$ cat src/rtl/ball_controller.sv
// One ball on a 640x480 field: ticked motion, wall and bar bounces, bottom miss.
// Bounding-box limits and game_state are registered for the sprite stage.
module ball_controller #(
    parameter int H_RES       = 640,
    parameter int V_RES       = 480,
    parameter int BALL_SIZE   = 10,
    parameter int STEP_X      = 2,
    parameter int STEP_Y      = 2,
    parameter int TICK_DIV    = 833333,
    parameter int START_X     = 315,
    parameter int START_Y     = 300,
    parameter int START_DIR_Y = 0
) (
    input  logic       CLOCK_50,
    input  logic       reset,
    input  logic       launch,
    input  logic [9:0] bar_leftLimit,
    input  logic [9:0] bar_rightLimit,
    input  logic [9:0] bar_topLimit,
    output logic [9:0] ball_leftLimit,
    output logic [9:0] ball_rightLimit,
    output logic [9:0] ball_topLimit,
    output logic [9:0] ball_bottomLimit,
    output logic       game_state
);

    typedef enum logic [1:0] {IDLE, MOVING, GAME_OVER} state_t;

    localparam int CW = (TICK_DIV > 1) ? $clog2(TICK_DIV) : 1;
    localparam logic [CW-1:0] TICK_LAST = CW'(TICK_DIV - 1);
    localparam logic [10:0] X_MAX = 11'(H_RES - BALL_SIZE);
    localparam logic [10:0] Y_MAX = 11'(V_RES - BALL_SIZE);
    localparam logic [10:0] SX    = 11'(STEP_X);
    localparam logic [10:0] SY    = 11'(STEP_Y);
    localparam logic [10:0] BS    = 11'(BALL_SIZE);

    state_t        state_q, state_d;
    logic [CW-1:0] cnt_q, cnt_d;
    logic [9:0]    x_q, x_d, y_q, y_d;
    logic [9:0]    right_q, right_d, bottom_q, bottom_d;
    logic          dx_q, dx_d, dy_q, dy_d;
    logic          go_q, go_d;

    logic          tick;
    logic          hit;
    logic [10:0]   x11, y11, bt11;

    assign tick = (cnt_q == TICK_LAST);
    assign x11  = {1'b0, x_q};
    assign y11  = {1'b0, y_q};
    assign bt11 = {1'b0, bar_topLimit};

    // Bar catches the ball if it overlaps in x and its bottom reaches the bar top this step.
    assign hit = (x11 + BS > {1'b0, bar_leftLimit})
              && (x_q < bar_rightLimit)
              && (y11 + BS <= bt11)
              && (bt11 <= y11 + BS + SY);

    always_comb begin
        state_d = state_q;
        cnt_d   = tick ? '0 : cnt_q + 1'b1;
        x_d     = x_q;
        y_d     = y_q;
        dx_d    = dx_q;
        dy_d    = dy_q;
        unique case (state_q)
            IDLE: begin
                if (launch) state_d = MOVING;
            end
            MOVING: begin
                if (tick) begin
                    if (dx_q) begin
                        if (x11 + SX > X_MAX) begin
                            x_d  = X_MAX[9:0];
                            dx_d = 1'b0;
                        end else begin
                            x_d = 10'(x11 + SX);
                        end
                    end else begin
                        if (x11 < SX) begin
                            x_d  = '0;
                            dx_d = 1'b1;
                        end else begin
                            x_d = 10'(x11 - SX);
                        end
                    end
                    if (!dy_q) begin
                        if (y11 < SY) begin
                            y_d  = '0;
                            dy_d = 1'b1;
                        end else begin
                            y_d = 10'(y11 - SY);
                        end
                    end else if (hit) begin
                        y_d  = 10'(bt11 - BS);
                        dy_d = 1'b0;
                    end else if (y11 + SY > Y_MAX) begin
                        state_d = GAME_OVER;
                    end else begin
                        y_d = 10'(y11 + SY);
                    end
                end
            end
            GAME_OVER: begin
                state_d = GAME_OVER;
            end
            default: state_d = IDLE;
        endcase
        right_d  = x_d + 10'(BALL_SIZE);
        bottom_d = y_d + 10'(BALL_SIZE);
        go_d     = (state_d == GAME_OVER);
    end

    always_ff @(posedge CLOCK_50) begin
        if (!reset) begin
            state_q  <= IDLE;
            cnt_q    <= '0;
            x_q      <= 10'(START_X);
            y_q      <= 10'(START_Y);
            right_q  <= 10'(START_X + BALL_SIZE);
            bottom_q <= 10'(START_Y + BALL_SIZE);
            dx_q     <= 1'b1;
            dy_q     <= 1'(START_DIR_Y);
            go_q     <= 1'b0;
        end else begin
            state_q  <= state_d;
            cnt_q    <= cnt_d;
            x_q      <= x_d;
            y_q      <= y_d;
            right_q  <= right_d;
            bottom_q <= bottom_d;
            dx_q     <= dx_d;
            dy_q     <= dy_d;
            go_q     <= go_d;
        end
    end

    assign ball_leftLimit   = x_q;
    assign ball_rightLimit  = right_q;
    assign ball_topLimit    = y_q;
    assign ball_bottomLimit = bottom_q;
    assign game_state       = go_q;

endmodule

$ cat config.mk
export PLATFORM = sky130hd
export DESIGN_NAME = ball_controller
export DESIGN_NICKNAME = d
export VERILOG_FILES = /design/src/rtl/ball_controller.sv
export SDC_FILE = /design/constraint.sdc
export NUM_CORES = 1
export LEC_CHECK = 0
export ABC_AREA = 1
export BUFFER_PORTS_ARGS = -buffer_cell sky130_fd_sc_hd__buf_2
export CORE_AREA = 5 5 183 114
export DETAILED_ROUTE_END_ITERATION = 10
export DIE_AREA = 0 0 188 119
export PLACE_DENSITY = 0.56
export SLEW_MARGIN = 0
export SYNTH_ARGS = -nofsm -noshare
export SYNTH_HDL_FRONTEND = slang
export SYNTH_SLANG_ARGS = --single-unit
$ cat constraint.sdc
create_clock -name CLOCK_50 -period 4.4 [get_ports CLOCK_50]
set_input_delay 1.32 -clock CLOCK_50 [delete_from_list [all_inputs] [get_ports CLOCK_50]]
set_output_delay 1.32 -clock CLOCK_50 [all_outputs]
set_load 0.005 [all_outputs]
After elaboration in Yosys (flattened, before gate mapping):

Cells that the tools add are included.
W data, S select, Z words.

* logic and storage cells: 62
* register bits: 65
* output and inout bits: 41
* input port bits: 33

* add/sub/neg operators: 11
* equality and inequality tests: 4
* magnitude comparators: 8
* muxes and demuxes: 23
* reduce and logical (&&, ||, !) cells: 6
* bitwise logic cells: 1

Operator list (number)
* $mux W10: 11
* $add A10 B2 Y11 const B: 2
* $add A10 B4 Y11 const B: 2
* $add A10 B4 Y10 const B: 2
* $add A20 B1 Y20 const B: 1
* $eq A20 B20 Y1 const B: 1
* $lt A10 B2 Y1 const B: 2
* $sub A10 B2 Y10 const B: 2
* $add A11 B2 Y11 const B: 1
* $gt A11 B10 Y1: 1
* $gt A11 B10 Y1 const B: 1
* $gt A11 B9 Y1 const B: 1
* $le A10 B11 Y1: 1
* $le A11 B10 Y1: 1
* $lt A10 B10 Y1: 1
* $mux W2: 5
* $sub A10 B4 Y10 const B: 1
* $mux W1: 6
* $pmux W2 S3: 1
* $eq A2 B2 Y1 const B: 2
* $logic_and A1 B1 Y1: 3
* $eq A2 B1 Y1 const B: 1
* $logic_not A2 Y1: 1
* $reduce_and A2 Y1: 1
* 2 further kinds: 2

Depth between registers and ports, before layout:

Gate-level depths: netlist of the first run.

* word-level depth: 10
* mapped depth: 32
* depth with buffers taken out: 31

Worst setup path after synthesis of the first run:

OpenSTA, ideal clock, no wires.

* kind: reg-to-reg
* start: register y_q[1] (netlist: ball_topLimit[1])
* end: register bottom_q[5] (netlist: ball_bottomLimit[5])
* stages on the path, launching flop included: 28
* period minus slack after synthesis: 3.656 ns
* path slack: 0.744 ns
* required time: 4.287 ns
* arrival time: 3.543 ns
* buffers on the path: 1
* library setup time: 0.113 ns
* path through: dfxtp_1 -> inv_1 -> ha_1 -> nand2_1 -> nor2_1 -> nand2_2 -> nor2_4 -> nand2_1 -> xor2_1 -> ha_1 -> nand2_1 -> inv_1 -> a221oi_1 -> nand2_1 -> nand3_4 -> nand4_4 -> buf_6 -> nand3_1 -> nand3_1 -> nand2_1 -> inv_1 -> ha_1 -> inv_1 -> nand2_1 -> nand2_2 -> nand3_1 -> o21ai_1 -> inv_1

* longest elaborated chain between the ends: 9
* elaborated cells between the ends (all ways): 17
* classes of those cells: add/sub (5); order compare (4); mux (6); reduce/logical (2)

RTL lines
* start, declared: line 39 `logic [9:0] x_q, x_d, y_q, y_d;`
* start signal, assigned: line 119 `y_q <= 10'(START_Y);`
* start signal, assigned: line 129 `y_q <= y_d;`
* $add A10 B4 Y11: line 56, 57
* $add A11 B2 Y11 / $le A11 B10 Y1 (equally long branches): line 57, 56
* $le A10 B11 Y1 / $logic_and A1 B1 Y1 (equally long branches): line 57, 56
* $logic_and A1 B1 Y1: line 57 `&& (bt11 <= y11 + BS + SY);`
* $mux W10: line 94 `end else if (hit) begin`
* $mux W10: line 87 `if (!dy_q) begin`
* $mux W10: line 71 `if (tick) begin`
* $mux W10 (*): line 66 `unique case (state_q)`
* named net y_d[1]: line 39
* $add A10 B4 Y10 (*): line 110 `bottom_d = y_d + 10'(BALL_SIZE);`
* end signal, assigned: line 121 `bottom_q <= 10'(START_Y + BALL_SIZE);`
* end signal, assigned: line 131 `bottom_q <= bottom_d;`
* end, declared: line 40 `logic [9:0] right_q, right_d, bottom_q, bottom_d;`

Mark *: on every way through the listed nets, which the timed path passes. The rest lies on a longest branch.
A chain may end at the register's enable or synchronous reset.

Final worst setup path of the first run:

* start: register y_q[1] (netlist: ball_topLimit[1])
* end: register bottom_q[7] (netlist: ball_bottomLimit[7])

The elaborated chain is that of the path after synthesis.

==> impl_metrics.csv, run 1 <==
group,metric,value,unit
sta,hold_slack,447,ps
drt,vias,5789,
synthesis,yosysSeqAreaShare,0.226,
synthesis,syn-num-nets,982,
synthesis,synth_cell_types,45,
clocking,h-tree-depth,3,
synthesis,synthAdderAreaFrac,0.112,
drt,drtPass1Iterations,5,
synthesis,synth.avg_cell_area,6.22,um^2
clocking,numCtsBuffers,9,
synthesis,synth.most_common_cell,"nand2_1",
placed_design,hpwl,14200,um
power,powerDensity,226,nW/um^2
power,peakVddDrop,0.000186,V
final_layout,syn2layout_area_growth,18.2,%
sta,tightest_slew,730,ps
clocking,clock-sinks,63,
sta,slew-limit-headroom,0.512,
sta,rsz0062_at_grt,"false",
synthesis,yosys_warnings,0,
final_layout,diodes,0,
power,p_leak,3.21,nW
synthesis,synth_mux_area_frac,0,
outcome,status,"completed",
floorplan,rows,39,
clocking,cts_buffer_depth,2,
critical_path,worst_path_max_delay_cell,"dfxtp_2",
floorplan,die_h,119,um
sta,fin_crit,3930,ps
clocking,cts.clk_slew.worst_paths,60,ps
clocking,holdBufCountCts,0,
placed_design,place_inst,1210,
sta,finalHoldViolCount,0,
sta,finalSetupViolCount,0,
sta,fin_skew,8.86,ps
critical_path,critPathKind,"register to register",
final_layout,fillers,2101,
drt,ant_nets,0,
placed_design,gp_congestion,0.907,
synthesis,synth-async-reset-ratio,0,
drt,wirelength,17200,um
clocking,tritoncts,"built",
synthesis,synth_edf_count,0,
synthesis,ys_ff_latch,63,
drt,routed_via_density,4.72,
placed_design,port_buffers,73,
final_layout,fin_cells,1227,
sta,fmax,254,MHz
critical_path,start_kind,"register",
min_path,hp-class,"register to register",
synthesis,synth_top_area_cell,"dfxtp_1",
global_route,overflow,0,
global_route,grt_max_degree,25,
critical_path,cp.arrival,4160,ps
global_route,antenna_found_initial,0,
synthesis,synth_top_cells_by_area,"dfxtp_1 (23%), nand2_1 (16%), ha_1 (11%)",
critical_path,crit_path_end_kind,"register",
critical_path,crit_required,4630,ps
floorplan,die_area,22400,um^2
synthesis,synthXorXnorAreaFrac,0.0629,
floorplan,start_util,0.297,
clocking,cts_root_buffer,"clkbuf_16",
synthesis,syn-cell-area,5590,um^2
synthesis,synth_top_area_frac,0.226,
critical_path,cp_max_fo,8,
floorplan,die_w,188,um
sta,timing.final.crit_share,0.894,
floorplan,coreArea,18800,um^2
flow_run,maxCapViolCount,0,
final_layout,fin_util,0.351,
synthesis,synth_simple_gate_area_frac,0.382,
final_layout,drive_above_1_share,0.148,
drt,wl_per_cell,14.0,um
clocking,clock_latency,330,ps
drt,drt_iter0_drc,486,
synthesis,yosys_most_used_dff,"dfxtp_1",
synthesis,synth_compound_area_frac,0.0993,
final_layout,nets,1059,
synthesis,synth_top_family_by_area,"simple AND/OR/NAND/NOR gates",
drt,drc,0,
sta,setup_tns,0,ps
critical_path,critPathMostFrequentCell,"nand2_1",
sta,slew_violations,0,
global_route,grt_pass1_wl,27600,um
floorplan,io_pins,74,
global_route,gr-usage-all-layers,0.152,
synthesis,syn_inst,899,
critical_path,critPathMaxStageDelay,420,ps
global_route,grt_pass1_vias,5114,
synthesis,netlist_top_cells_count,"nand2_1 (235), inv_1 (136), nor2_1 (101), dfxtp_1 (63), nand3_1 (62)",
-- worst paths after layout --
path | slack, ps | startpoint | cells past startpoint | end
setup / recovery | 470 | ball_topLimit[1] | 30 | ball_bottomLimit[7]
hold / removal | 450 | cnt_q[0] | 1 | cnt_q[0]
setup reg to reg | 470 | ball_topLimit[1] | 30 | ball_bottomLimit[7]
hold reg to reg | 450 | cnt_q[0] | 1 | cnt_q[0]
-- layer usage --
metal,global-route usage,share of wire
met1,0.262,0.57
met2,0.187,0.35
met3,0.0342,0.072
met4,0.0151,0.0052
met5,0,0
-- power breakdown --
part	switching, W	internal (W)
Clock	0.000284	0.000504
Combinational	0.0000805	0.0000494
Sequential	0.00000263	0.000575
-- placed cells by master, fill, tap and decap left out, types with 2 or more instances in the layout --
cell type    n
a21oi_1     53
a31oi_1      4
buf_2       73
buf_4       16
bufinv_16    2
clkbuf_16    9
clkinv_1     2
clkinv_4     2
dfxtp_1     61
dfxtp_2      2
ha_1        50
inv_1      136
inv_2        5
nand2_1    235
nand2_2      8
nand3_1     62
nand3_2      3
nand3b_1     4
nand4_1     21
nor2_1     100
nor2_2       6
nor2_4       3
nor3_1      20
nor3b_1      2
nor4_1       3
o211ai_1     3
o21a_1       3
o21ai_0     27
o21ai_1      6
or2_2        5
xor2_1      36
-- critical path, delay by kind of cell, from the launching register on --
| family | cells | cell delay, ps |
|---|---|---|
| DFF | 1 | 420 |
| and+or+nand+nor | 18 | 1890 |
| xor gates and xnor gates | 1 | 160 |
| adders and majority gates | 3 | 670 |
| buffers and inverters | 7 | 450 |
| AOI/OAI and AO/OA | 1 | 240 |
-- layout make-up --
class,instances,area [um^2],share of cell area
timing repair buffer,89,485,0.0735
multi-input combinational,670,3680,0.558
sequential,63,1260,0.191
tap,246,308,0.0466
inverter,143,537,0.0812
clock buffer,9,225,0.0341
clock inverter,7,105,0.0159
-- sequential cells by signal, summed over array words and instances, names as in the netlist --
register / count
dy_q: 1
ball_rightLimit: 9
ball_leftLimit: 10
state_q: 2
dx_q: 1
ball_bottomLimit: 9
cnt_q: 20
ball_topLimit: 10
game_state: 1
-- repair_timing --
action | 4_1_cts | 5_1_grt
endpoints found under the setup margin | 0 | 7
gates resized for setup | 0 | 5
buffers inserted | 0 | 1
-- cells by family (layout without fill, tap and decap cells) --
logic type,count (synthesis),after routing
AO/OA/AOI/OAI,102,102
XOR/XNOR,38,38
adder cells (fa/ha/maj),50,50
buffers and inverters,166,248
flip-flops,63,63
AND/OR/NAND/NOR,480,480
-- through the flow --
stage,area [um^2],total power [W],setup slack (ps)
after floorplan,5590,0.000672,744
after global placement,6250,0.000718,342
after detailed placement,6250,0.000718,222
after CTS,6590,0.00151,199
after global routing,6610,0.00155,101
final,6610,0.00149,466
No activity file was read; power rests on OpenSTA's default activity.
==> run 2, diff against run 1 <==
--- a/config.mk
+++ b/config.mk
@@ -7,10 +7,10 @@
 export LEC_CHECK = 0
 export ABC_AREA = 1
 export BUFFER_PORTS_ARGS = -buffer_cell sky130_fd_sc_hd__buf_2
-export CORE_AREA = 5 5 183 114
+export CORE_AREA = 5 5 132 84
 export DETAILED_ROUTE_END_ITERATION = 10
-export DIE_AREA = 0 0 188 119
-export PLACE_DENSITY = 0.56
+export DIE_AREA = 0 0 137 89
+export PLACE_DENSITY = 0.89
 export SLEW_MARGIN = 0
 export SYNTH_ARGS = -nofsm -noshare
 export SYNTH_HDL_FRONTEND = slang
==> impl_metrics.csv, run 2 (synthesis results as in run 1) <==
group,metric,value,unit
clocking,cts.clk_slew.worst_paths,60,ps
global_route,grt_pass1_wl,25600,um
critical_path,critPathKind,"register to register",
floorplan,start_util,0.581,
sta,rsz0062_at_grt,"false",
critical_path,crit_path_end_kind,"register",
drt,vias,6024,
clocking,tritoncts,"built",
sta,timing.final.crit_share,0.905,
critical_path,critPathMaxStageDelay,410,ps
power,peakVddDrop,0.000258,V
drt,drt_iter0_drc,633,
sta,slew_violations,0,
sta,setup_ws,416,ps
critical_path,cp_top_family,"simple AND/OR/NAND/NOR gates",
floorplan,rows,28,
placed_design,gp_congestion,1.02,
drt,drtPass1Iterations,6,
sta,setup_tns,0,ps
placed_design,port_buffers,73,
sta,finalSetupViolCount,0,
power,powerDensity,231,nW/um^2
global_route,antenna_found_initial,0,
final_layout,final_common_cell,"nand2_1",
final_layout,largest_reg_flops,20,
global_route,grt_max_degree,25,
clocking,clock_latency,340,ps
clocking,cts_buffer_depth,2,
floorplan,coreArea,9630,um^2
drt,ant_nets,0,
outcome,status,"completed",
drt,routed_via_density,5.43,
drt,drc,0,
final_layout,drive_above_1_share,0.146,
clocking,numCtsBuffers,9,
clocking,cts_root_buffer,"clkbuf_16",
final_layout,diodes,0,
sta,tightest_slew,707,ps
global_route,grt_pass1_vias,5260,
placed_design,hpwl,12300,um
critical_path,cp.arrival,4210,ps
final_layout,fin_util,0.667,
critical_path,worst_path_max_delay_cell,"dfxtp_2",
drt,wl_per_cell,14.2,um
drt,wirelength,15800,um
critical_path,start_kind,"register",
placed_design,pre_cts_slack,179,ps
sta,fmax,251,MHz
sta,fin_skew,9.48,ps
sta,slew-limit-headroom,0.527,
final_layout,syn2layout_area_growth,14.9,%
sta,fin_crit,3980,ps
floorplan,die_area,12200,um^2
power,p_leak,3.18,nW
final_layout,nets,1053,
min_path,hp-class,"register to register",
critical_path,worst-path-buf-inv,6,
global_route,overflow,0,
critical_path,cp_max_fo,8,
global_route,gr-usage-all-layers,0.265,
floorplan,io_pins,74,
clocking,h-tree-depth,3,
critical_path,crit_required,4630,ps
clocking,clock-sinks,63,
final_layout,mostFrequentLayoutCells,"nand2_1 (235), inv_1 (135), nor2_1 (99), buf_2 (73), nand3_1 (62)",
final_layout,top_register,"cnt_q",
sta,finalHoldViolCount,0,
floorplan,die_h,89,um
floorplan,die_w,137,um
flow_run,maxCapViolCount,0,
[run 2: metal layers]
metal  vias to the layer above  wire length (um)  global-route usage
li1                       3018                 -                   -
met5                         -                 0                   0
met4                         0               205              0.0589
met1                      2643              7390               0.388
met2                       337              6060               0.368
met3                        26              2160              0.0984
[run 2: path summary, 6_finish.rpt]
path | slack, ps | cells after the start | to | from
worst max-delay path | 420 | 28 | ball_bottomLimit[5] | ball_topLimit[1]
worst min-delay path | 450 | 1 | cnt_q[0] | cnt_q[0]
worst max register to register | 420 | 28 | ball_bottomLimit[5] | ball_topLimit[1]
worst min register to register | 450 | 1 | cnt_q[0] | cnt_q[0]
[run 2: worst register-to-register path: cells and delay by family, from the launching register on]
family                     cells  cell delay (ps)
and+or+nand+nor               16             1820
AOI/OAI and AO/OA              2              360
adders and majority gates      3              730
DFF                            1              410
buffers and inverters          6              430
xor gates and xnor gates       1              160
[run 2: power breakdown]
group | total, W | internal (W) | switching, W
Clock | 0.000778 | 0.000502 | 0.000276
Combinational | 0.000126 | 0.0000487 | 0.0000772
Sequential | 0.000579 | 0.000575 | 0.00000424
[run 2: area by class of cell]
cell class / instances / area [um^2]
Multi-Input combinational cell: 670 / 3690
Fill cell: 873 / 3210
Sequential cell: 63 / 1260
Inverter: 143 / 537
Timing Repair Buffer: 83 / 440
Clock buffer: 9 / 225
Tap cell: 135 / 169
Clock inverter: 7 / 104
[run 2: stage by stage]
| step | hold slack (ps) | total power [W] | instances | instance area, um^2 |
|---|---|---|---|---|
| global placement | 430 | 0.000710 | 1093 | 6070 |
| floorplan | 417 | 0.000672 | 899 | 5590 |
| detailed placement | 444 | 0.000713 | 1093 | 6070 |
| finish | 447 | 0.00148 | 1110 | 6430 |
| global route | 476 | 0.00153 | 1110 | 6430 |
| CTS | 451 | 0.00149 | 1109 | 6400 |
[run 2: repair_timing]
action | 4_1_cts | 5_1_grt
hold buffers | 0 | 0
setup buffers | 0 | 1
endpoints found under the setup margin | 0 | 7
resized for setup | 0 | 8
==> run 3, diff against run 2 <==
--- a/config.mk
+++ b/config.mk
@@ -7,10 +7,10 @@
 export LEC_CHECK = 0
 export ABC_AREA = 1
 export BUFFER_PORTS_ARGS = -buffer_cell sky130_fd_sc_hd__buf_2
-export CORE_AREA = 5 5 132 84
+export CORE_AREA = 5 5 150 95
 export DETAILED_ROUTE_END_ITERATION = 10
-export DIE_AREA = 0 0 137 89
-export PLACE_DENSITY = 0.89
+export DIE_AREA = 0 0 155 100
+export PLACE_DENSITY = 0.73
 export SLEW_MARGIN = 0
 export SYNTH_ARGS = -nofsm -noshare
 export SYNTH_HDL_FRONTEND = slang
==> impl_metrics.csv, run 3 (synthesis results as in run 1) <==
group,metric,value,unit
power,p_leak,3.16,nW
placed_design,place_inst,1130,
clocking,tritoncts,"built",
drt,routed_via_density,5.00,
final_layout,diodes,0,
clocking,cts_buffer_depth,2,
min_path,min_from,"state_q[1]",
critical_path,start_kind,"register",
drt,wirelength,15700,um
floorplan,rows,32,
power,p_sw,0.000353,W
critical_path,cp.arrival,4180,ps
sta,finalHoldViolCount,0,
power,p_comb_frac,0.092,
drt,vias,5738,
floorplan,start_util,0.443,
power,internal_power,0.00101,W
clocking,clock_latency,330,ps
placed_design,hpwl,12600,um
power,peakVddDrop,0.000177,V
global_route,overflow,0,
clocking,cts_root_buffer,"clkbuf_16",
sta,setup_tns,0,ps
clocking,h-tree-depth,3,
critical_path,reg2regPathDepth,30,
final_layout,top_register,"cnt_q",
sta,fin_crit,3950,ps
critical_path,reg2reg_slack,450,ps
final_layout,nets,1055,
clocking,clock-sinks,63,
floorplan,die_h,100,um
clocking,cts.clk_slew.worst_paths,50,ps
final_layout,syn2layout_area_growth,14.9,%
sta,timing.final.crit_share,0.898,
placed_design,gp_congestion,0.947,
critical_path,crit_required,4630,ps
clocking,numCtsBuffers,9,
power,powerDensity,212,nW/um^2
critical_path,rr_endpoint,"ball_bottomLimit[7]",
final_layout,largest_reg_flops,20,
min_path,hp-class,"register to register",
power,p_seq_frac,0.426,
drt,drc,0,
drt,ant_nets,0,
drt,top_layer_used,"met4",
placed_design,pre_cts_slack,221,ps
final_layout,fin_util,0.510,
sta,fmax,253,MHz
sta,setup_ws,447,ps
drt,drt_iter0_drc,534,
outcome,status,"completed",
min_path,hold_path_depth,1,
critical_path,worst_path_max_delay_cell,"dfxtp_2",
final_layout,final_common_cell,"nand2_1",
critical_path,cp_max_fo,8,
clocking,holdBufCountCts,0,
drt,wl_per_cell,13.7,um
min_path,whs_endpoint,"state_q[1]",
placed_design,port_buffers,73,
critical_path,critPathMostFrequentCell,"nand2_1",
floorplan,io_pins,74,
power,swShare,0.260,
drt,met2_length,5740,um
drt,met3WireLength,1620,um
sta,fin_skew,7.41,ps
drt,drtPass1Iterations,5,
critical_path,crit_path_end_kind,"register",
sta,tightest_slew,698,ps
sta,slew_violations,0,
global_route,grt_pass1_vias,4985,
sta,slew-limit-headroom,0.533,
final_layout,drive_above_1_share,0.143,
drt,wl_met1,8280,um
floorplan,die_area,15500,um^2
critical_path,critPathMaxStageDelay,410,ps
critical_path,worstReg2RegStart,"ball_topLimit[1]",
final_layout,mostFrequentLayoutCells,"nand2_1 (235), inv_1 (136), nor2_1 (100), buf_2 (73), nand3_1 (62)",
sta,rsz0062_at_grt,"false",
global_route,grt_max_degree,26,
global_route,gr-usage-all-layers,0.202,
power,power_frac_clock,0.482,
floorplan,die_w,155,um
sta,finalSetupViolCount,0,
global_route,grt_pass1_wl,25400,um
floorplan,coreArea,12600,um^2
final_layout,fin_cells,1147,
global_route,antenna_found_initial,0,
critical_path,critPathKind,"register to register",
flow_run,maxCapViolCount,0,
[run 3: cell count changes in the layout (fill, tap and decap cells not counted), sizes merged]
cell      previous run  this run
buf                 83        85
clkinvlp             0         2
inv                143       142
bufinv               2         0
clkbuf               9        10
[run 3: stage by stage]
step	total power, W	instance area [um^2]	hold slack, ps
global route	0.00142	6430	491
detailed placement	0.000713	6130	442
finish	0.00136	6430	466
global placement	0.000714	6130	430
floorplan	0.000672	5590	417
CTS	0.00137	6400	461
[run 3: worst max-delay path: cells and delay by family (launching register included)]
family	cells	cell delay (ps)
compound gates	1	240
simple gates	18	1870
fa+ha+maj	3	690
buf+inv	7	450
xor+xnor	1	180
flops	1	410
[run 3: area by class of cell]
class | instances | area (um^2)
inverter | 143 | 537
timing repair buffer | 85 | 455
clock buffer | 10 | 229
multi-input combinational | 670 | 3680
tap | 170 | 213
clock inverter | 6 | 46.3
fill | 1301 | 6180
sequential | 63 | 1260
[run 3: how the worst max path moves through the flow]
stage,from,cells past startpoint,slack (ps),to
finish,ball_topLimit[1],30,450,ball_bottomLimit[7]
global route,ball_topLimit[1],29,30,ball_bottomLimit[9]
CTS,ball_topLimit[1],30,170,ball_bottomLimit[7]
detailed placement,ball_topLimit[1],30,220,ball_bottomLimit[7]
global placement,ball_topLimit[1],27,410,ball_bottomLimit[9]
floorplan,ball_topLimit[1],27,740,ball_bottomLimit[5]
[run 3: power groups by stage]
stage	Combinational, W	Clock [W]	Sequential (W)
2_1_floorplan	0.0000816	0	0.000590
3_3_place_gp	0.000123	0	0.000591
3_5_place_dp	0.000122	0	0.000591
4_1_cts	0.000123	0.000667	0.000579
5_1_grt	0.000143	0.000698	0.000580
6_report	0.000126	0.000655	0.000579
[run 3: routing by layer]
metal,track usage,vias to the layer above
met3,0.0633,5
met1,0.324,2505
met4,0.0326,0
met5,0,-
met2,0.258,216
li1,-,3012
[run 3: what timing repair did]
item                                    CTS  global route
gates resized for setup                   0             6
buffers inserted                          0             1
endpoints found under the setup margin    0             8
